File: src/rtl/serial_addsub.sv
// Bit-serial adder/subtractor: one full-adder step per cycle, LSB first, with a
// registered carry and valid/ready handshakes on both the operand and result sides.
module serial_addsub #(
    parameter int WIDTH = 8
) (
    input  logic             clk,
    input  logic             rst,
    input  logic             in_valid,
    output logic             in_ready,
    input  logic [WIDTH-1:0] op_a,
    input  logic [WIDTH-1:0] op_b,
    input  logic             mode,
    output logic             out_valid,
    input  logic             out_ready,
    output logic [WIDTH-1:0] sum,
    output logic             carry,
    output logic             ovf,
    output logic             mode_out
);

    // state | meaning
    // IDLE  | waiting for operands, in_ready=1
    // RUN   | one bit per cycle, counter = bit index
    // DONE  | result presented, waiting for out_ready
    localparam int CNT_W = (WIDTH > 1) ? $clog2(WIDTH) : 1;
    localparam logic [CNT_W-1:0] CNT_LAST = CNT_W'(WIDTH - 1);

    typedef enum logic [1:0] {IDLE, RUN, DONE} state_t;

    state_t           state;
    logic [CNT_W-1:0] cnt;
    logic [WIDTH-1:0] a_sh;
    logic [WIDTH-1:0] b_sh;
    logic             c_reg;
    logic             mode_reg;
    logic             s_bit;
    logic             c_next;
    logic [WIDTH-1:0] bit_mask;

    // Operand copies shift right so the current bit is always at position 0.
    assign s_bit    = a_sh[0] ^ b_sh[0] ^ c_reg;
    assign c_next   = (a_sh[0] & b_sh[0]) | (a_sh[0] & c_reg) | (b_sh[0] & c_reg);
    assign bit_mask = WIDTH'(1) << cnt;

    assign in_ready  = (state == IDLE);
    assign out_valid = (state == DONE);

    always_ff @(posedge clk or posedge rst) begin
        if (rst) begin
            state    <= IDLE;
            cnt      <= '0;
            a_sh     <= '0;
            b_sh     <= '0;
            c_reg    <= 1'b0;
            mode_reg <= 1'b0;
            sum      <= '0;
            carry    <= 1'b0;
            ovf      <= 1'b0;
            mode_out <= 1'b0;
        end else begin
            case (state)
                IDLE: begin
                    if (in_valid) begin
                        a_sh     <= op_a;
                        b_sh     <= mode ? ~op_b : op_b;
                        mode_reg <= mode;
                        c_reg    <= mode;
                        cnt      <= '0;
                        state    <= RUN;
                    end
                end
                RUN: begin
                    sum   <= (sum & ~bit_mask) | ({WIDTH{s_bit}} & bit_mask);
                    c_reg <= c_next;
                    a_sh  <= a_sh >> 1;
                    b_sh  <= b_sh >> 1;
                    if (cnt == CNT_LAST) begin
                        // c_reg here is the carry into the MSB
                        state    <= DONE;
                        carry    <= c_next ^ mode_reg;
                        ovf      <= c_next ^ c_reg;
                        mode_out <= mode_reg;
                    end else begin
                        cnt <= cnt + CNT_W'(1);
                    end
                end
                DONE: begin
                    if (out_ready) state <= IDLE;
                end
                default: state <= IDLE;
            endcase
        end
    end

endmodule
File: config.mk
export PLATFORM = sky130hd
export DESIGN_NAME = serial_addsub
export DESIGN_NICKNAME = d
export VERILOG_FILES = /design/src/rtl/serial_addsub.sv
export SDC_FILE = /design/constraint.sdc
export NUM_CORES = 1
export LEC_CHECK = 0
export CAP_MARGIN = 15
export CORE_MARGIN = 2
export CORE_UTILIZATION = 50
export CTS_BUF_LIST = sky130_fd_sc_hd__clkbuf_4 sky130_fd_sc_hd__clkbuf_8
export DETAILED_ROUTE_END_ITERATION = 10
export GPL_ROUTABILITY_DRIVEN = 0
export GPL_TIMING_DRIVEN = 0
export PLACE_DENSITY = 0.79
export SETUP_SLACK_MARGIN = 0.05
export SYNTH_ARGS = -nofsm -noshare
export SYNTH_HDL_FRONTEND = slang
export SYNTH_SLANG_ARGS = --single-unit
File: constraint.sdc
create_clock -name clk -period 5 [get_ports clk]
set_clock_uncertainty 0.1 [all_clocks]
set_input_delay 1 -clock clk [delete_from_list [all_inputs] [get_ports clk]]
set_output_delay 1 -clock clk [all_outputs]
set_load 0.02 [all_outputs]
Yosys cells after proc, flatten, opt, wreduce, memory -nomap -nowiden
Index checks and enable logic that the tools add are counted.
- bits in registers: 34
- input bits: 21
- output and inout port bits: 13
- logic and storage cells: 54
- $add $sub $neg: 1
- equal/unequal tests: 7
- shifts and indexed selects: 1
- multiplexer cells: 14
- bitwise operators: 14
- reduce and logical (&&, ||, !) cells: 7
- operators with widths (operator ; number):
    8-bit one-hot mux with 2 select lines ; 2
    8-bit 2-to-1 mux ; 3
    8-bit AND ; 2
    8-bit inverter ; 2
    8-bit bitwise OR ; 1
    1-bit by 3-bit left shift with 8-bit output (first input constant) ; 1
    2-bit 2-to-1 mux ; 3
    3-bit 2-to-1 mux ; 2
    2-bit inequality test (second input constant) ; 3
    2-bit one-hot mux with 3 select lines ; 1
    3-bit one-hot mux with 2 select lines ; 1
    2-bit AND reduction ; 3
    3-bit AND reduction ; 2
    1-bit bitwise XOR ; 4
    3-bit by 1-bit adder with 3-bit output (second input constant) ; 1
    1-bit AND ; 3
    3-bit == test (second input constant) ; 1
    2-bit by 1-bit == test with 1-bit output (second input constant) ; 1
    2-bit == test (second input constant) ; 1
    2-bit zero test ; 1
    2-bit by 1-bit inequality test with 1-bit output (second input constant) ; 1
    1-bit bitwise OR ; 2
    1-bit one-hot mux with 2 select lines ; 1
    2-bit nonzero test ; 1
    1-bit 2-to-1 mux ; 1

Logic depth before layout (Yosys ltp)
Gate-level depths: netlist of the first run.
- word-level depth: 4
- depth in mapped cells: 5
- gate-level depth less buffers: 5

Worst setup path before layout of the first run
OpenSTA, ideal clock, no wires.
- path kind: register -> output
- start: register state[0]
- end: output in_ready
- arrival: 977 ps
- required time: 3900 ps
- path slack: 2923 ps
- stages on the path, launching flop included: 4
- path buffers: 2
- cell sequence: dfrtp_1 buf_6 buf_2 nor2_1
- longest elaborated chain between the ends: 1
- RTL lines (item ; line ; source):
    start, declared ; 30 ; state_t state;
    start signal, assigned ; 50 ; state <= IDLE;
    start signal, assigned ; 69 ; state <= RUN;
    start signal, assigned ; 79 ; state <= DONE;
    2-bit zero test ; 45 ; assign in_ready = (state == IDLE);
    end, declared ; 9 ; output logic in_ready,
No other way between the ends.

Worst setup path in the final report of the first run
- start: register state[1]
- end: output out_valid
- longest elaborated chain between the ends: 1
- RTL lines (item ; line ; source):
    2-bit == test ; 46 ; assign out_valid = (state == DONE);
    end, declared ; 13 ; output logic out_valid,
No other way between the ends.

==> results.toml, run 1 <==
[synthesis]
yosys_warnings = 0
synth_seq_area_share_pct = 48.8
syn_area_per_cell_um2 = 11.5
yosys.area.top_type = "dfrtp_1"
synth_area_leaders = "dfrtp_1, and3b_1, mux2_2"
ys.flop_type = "dfrtp_1"
ys_types = 30
synthArstFlopShare_pct = 100
yosysMostFrequentCell = "dfrtp_1"
synth_seq_cells = 34
ys_top_cells_by_count = "dfrtp_1, nand2_1, and3b_1, o21ai_0, mux2_2"
syn_area_mm2 = 0.00174
synth_edf_count = 0
synth_top_area_share_pct = 48.8
synth_nets = 179
netlist_instances = 151

[final_layout]
area_growth_pct = 24.9
antenna_cells = 0
drive_gt1_share_pct = 15.9
fin_nets = 218

[cts]
clock-sinks = 34
postCtsSetupBuffers = 0
cts_tree = "built"
holdBufCountCts = 0
clk_latency_ps = 330
root_buffer = "clkbuf_4"
cts.repair.resized = 0
clk_pin_slew_ps = 90
htreeDepth = 2
max-clock-path-buffers = 2
cts_made_buffers = 5

[setup_path]
worstRegToRegCells = 5
worst-path-max-fanout = 10
worstSetupStartpointType = "flop"
critPathArrivalTime_ps = 1870
critPathKind = "flop to output pin"
crit_path_end_kind = "output pin"
critPathRequiredTime_ps = 3900

[pwr]
peakVddDrop_v = 0.000232
p_per_area_mw_per_mm2 = 537
p_leak_nw = 1.03

[timing]
finalHoldViolations = 0
final_max_slew_viol_count = 0
tightest_slew_ps = 821
period_needed_ps = 2970
tns_ps = 0
worst_slew_margin_rel_pct = 45.2
setup_viol = 0
rsz0062_at_grt = "no"
layout_setup_ws_ps = 2030
max_freq_ghz = 0.337
period_share_pct = 59.3

[die]
die_area_mm2 = 0.00397
die_w_um = 63.0
start_util_pct = 52.2
die_h_um = 63.0
io_pins = 34
fp-row-count = 21
fp.coreArea_mm2 = 0.00334

[detailed_routing]
wl_per_cell_um = 14.0
drc_errors = 0
wl_um = 3300
drt_iter0_drc = 58
postRouteAntennaNets = 0
via_count = 1233
viasPerCell = 5.25
first_pass_iters = 4

[global_routing]
grt_pass1_vias = 1318
antenna_found_initial = 0
grt_pass1_wl_um = 5990
grt_max_degree = 22
grt-ovfl-total = 0
grtUsageTotal_pct = 19.2

[worst_hold_path]
whs_path_depth = 2
min_path_type = "flop to flop"

[placement]
io_buffers = 31
hpwl_um = 2520
place_worst_setup_slack_ps = 2390

[flow_run]
cap_viol_max_count = 0

[status]
status = "completed"
## metal layers
layer / track usage [%] / up-vias / wire length, um
li1: - / 601 / -
met2: 33.0 / 26 / 1690
met1: 23.8 / 601 / 1440
met4: 5.83 / 0 / 44
met3: 4.86 / 5 / 125
met5: 0 / - / 0
## area by class of cell
type                            count  area [um2]
Buffer                              8        51.3
Clock buffer                        6        51.3
Fill cell                         267        1160
Inverter                            4        15.0
Multi-Input combinational cell    105         826
Sequential cell                    34         851
Tap cell                           46        57.6
Timing Repair Buffer               32         325
## critical path, stage by stage, from the launching register on
cell and delay (ps):
dfrtp_1 470, buf_4 220, nor2b_1 220, clkdlybuf4s50_1 640
## worst paths after layout
kind / slack [ps] / end / startpoint
max: 2030 / out_valid / state[1]
max reg2reg: 3110 / cnt[2] / cnt[0]
min reg2reg: 390 / carry / carry
min: 390 / carry / carry
min in group asynchronous: 1040 / a_sh[2] / rst
max in group asynchronous: 3200 / async pin / rst
## per-stage QoR
stage	hold WS, ps	utilization, %	cells	total power (W)	area (um2)
after floorplan	350	-	151	0.000836	1740
after global placement	363	63.3	228	0.00100	2110
after detailed placement	373	63.7	229	0.00103	2130
after CTS	394	65.2	235	0.00118	2180
after global routing	424	65.2	235	0.00127	2180
final	388	65.2	235	0.00117	2180
## power breakdown
group / switching, W / total, W / internal (W)
combinational: 0.000269 / 0.000556 / 0.000287
clock: 0.0000844 / 0.000148 / 0.0000633
sequential: 0.0000762 / 0.000464 / 0.000388
total: 0.000430 / 0.00117 / 0.000738
## cells by family (layout without fill, tap and decap cells)
group / count (synthesis) / in the layout / synth area share (%)
buffers and inverters: 12 / 50 / 3.80
flip-flops: 34 / 34 / 48.8
adder cells (fa/ha/maj): 7 / 7 / 5.46
XOR/XNOR: 10 / 10 / 5.03
AO/OA/AOI/OAI: 29 / 29 / 11.3
AND/OR/NAND/NOR: 46 / 46 / 17.2
multiplexers: 13 / 13 / 8.33
## cell usage in the layout (no fill, tap or decap), types with 4 or more instances in the layout
| cell type | instances |
|---|---|
| a21oi_1 | 8 |
| a221o_1 | 7 |
| and3b_1 | 15 |
| clkbuf_4 | 5 |
| clkdlybuf4s50_1 | 31 |
| dfrtp_1 | 34 |
| ha_1 | 6 |
| inv_1 | 4 |
| mux2_2 | 9 |
| nand2_1 | 16 |
| o21ai_0 | 10 |
| xor2_1 | 8 |
No activity file was read; power rests on OpenSTA's default activity.
==> inputs of run 2 (changes only) <==
--- a/config.mk
+++ b/config.mk
@@ -7,7 +7,7 @@
 export LEC_CHECK = 0
 export CAP_MARGIN = 15
 export CORE_MARGIN = 2
-export CORE_UTILIZATION = 50
+export CORE_UTILIZATION = 48
 export CTS_BUF_LIST = sky130_fd_sc_hd__clkbuf_4 sky130_fd_sc_hd__clkbuf_8
 export DETAILED_ROUTE_END_ITERATION = 10
 export GPL_ROUTABILITY_DRIVEN = 0
==> constraint.sdc (replaced) <==
create_clock -name clk -period 2.7 [get_ports clk]
set_clock_uncertainty 0.1 [all_clocks]
set_input_delay 0.54 -clock clk [delete_from_list [all_inputs] [get_ports clk]]
set_output_delay 0.54 -clock clk [all_outputs]
set_load 0.02 [all_outputs]
==> results.toml, run 2 (synthesis gave the netlist of run 1 again) <==
[final_layout]
fillers = 268
antenna_cells = 0
finalNonFillerCells = 237
fin_area_mm2 = 0.00220
fin_nets = 218
postLayoutCoreUtil_pct = 64.5
multi_input_area_um2 = 826
regArea_um2 = 851
final_common_cell = "dfrtp_1"
mostFrequentLayoutCells = "dfrtp_1, clkdlybuf4s50_1, nand2_1"
drive_gt1_share_pct = 16.8
area_growth_pct = 26.3

[setup_path]
regToRegEndpoint = "cnt[0]"
worstSetupStartpointType = "flop"
critPathArrivalTime_ps = 1860
cp-endpoint = "out_valid"
worstRegToRegCells = 5
reg2reg_from = "cnt[0]"
cp-startpoint = "state[1]"
critPathKind = "flop to output pin"
worst-path-max-fanout = 10
crit_path_end_kind = "output pin"
critPathRequiredTime_ps = 2060
r2r_setup_slack_ps = 840

[cts]
cts_tree = "built"
holdBufCountCts = 0
max-clock-path-buffers = 2
htreeDepth = 2
clk_pin_slew_ps = 110
postCtsSetupBuffers = 0
clock-sinks = 34
cts_made_buffers = 5
cts.repair.resized = 0
clk_latency_ps = 340
root_buffer = "clkbuf_4"

[die]
die_area_mm2 = 0.00413
io_pins = 34
fp-row-count = 21
die_h_um = 64.3
start_util_pct = 51.0
fp.coreArea_mm2 = 0.00342
die_w_um = 64.3

[detailed_routing]
wl_um = 3210
drc_errors = 0
postRouteAntennaNets = 0
viasPerCell = 5.11
first_pass_iters = 4
drt_iter0_drc = 53
wl_per_cell_um = 13.5
via_count = 1211

[pwr]
p_switching_w = 0.000804
p_clk_share_pct = 14.0
p_comb_share_pct = 47.0
p_leak_nw = 1.05
intPower_w = 0.00139
pwr-share-seq_pct = 39.0
p_per_area_mw_per_mm2 = 995
peakVddDrop_v = 0.000491
p_sw_share_pct = 36.7

[global_routing]
grtUsageTotal_pct = 18.5
use_met2_pct = 30.6
grt_max_degree = 21
grt_busiest_layer = "met2"
grt-ovfl-total = 0
grt_pass1_vias = 1279
met3_usage_pct = 6.34
met1_usage_pct = 22.5
antenna_found_initial = 0
grt_pass1_wl_um = 5800

[timing]
period_share_pct = 92.6
max_freq_ghz = 0.400
tns_ps = 0
period_needed_ps = 2500
rsz0062_at_grt = "no"
tightest_slew_ps = 657
setup_viol = 0
worst_slew_margin_rel_pct = 56.2
final_max_slew_viol_count = 0
finalHoldViolations = 0

[placement]
dpl_cell_area_mm2 = 0.00214
io_buffers = 31
hpwl_um = 2390
dp.cells = 229

[flow_run]
cap_viol_max_count = 0

[status]
status = "completed"

[worst_hold_path]
min_path_type = "flop to flop"
run 2: changes by cell type in the layout (fill, tap and decap cells not counted), sizes merged:
cell    delta
clkbuf     +1
clkinv     +1
run 2: critical path, stage by stage, from the launching register on:
cell and delay, ps:
dfrtp_1 470, buf_4 210, nor2b_1 200, clkdlybuf4s50_1 630
run 2: cell type report:
cell class / count / area share [%]
timing repair buffer: 32 / 15.3
clock inverter: 1 / 0.227
clock buffer: 7 / 2.67
buffer: 8 / 2.33
inverter: 4 / 0.682
multi-input combinational: 105 / 37.5
tap: 46 / 2.61
sequential: 34 / 38.6
run 2: per-layer routing:
metal  share of wire, %  up-vias
met3                4.1        5
met5                  0        -
met1                 46      581
met2                 48       22
li1                   -      603
met4                1.7        0
run 2: how the worst min path moves through the flow:
| stage | from | to | slack (ps) | cells past startpoint |
|---|---|---|---|---|
| floorplan | a_sh[1] | a_sh[1] | 350 | 2 |
| global placement | ovf | ovf | 360 | 2 |
| detailed placement | a_sh[5] | a_sh[5] | 370 | 2 |
| CTS | ovf | ovf | 400 | 2 |
| global route | ovf | ovf | 420 | 2 |
| finish | ovf | ovf | 390 | 2 |
run 2: power by group through the flow:
stage | clock network [W] | logic, W | registers [W]
2_1_floorplan | 0 | 0.000614 | 0.000935
3_3_place_gp | 0 | 0.00100 | 0.000855
3_5_place_dp | 0 | 0.00104 | 0.000869
4_1_cts | 0.000314 | 0.00104 | 0.000857
5_1_grt | 0.000343 | 0.00114 | 0.000887
6_report | 0.000307 | 0.00103 | 0.000854
run 2: per-stage QoR:
stage          power [W]  hold slack [ps]  setup WS [ps]
6_report         0.00219              387            200
5_1_grt          0.00237              422           93.5
4_1_cts          0.00221              395            168
3_5_place_dp     0.00191              371            565
3_3_place_gp     0.00186              362            556
2_1_floorplan    0.00155              350            965
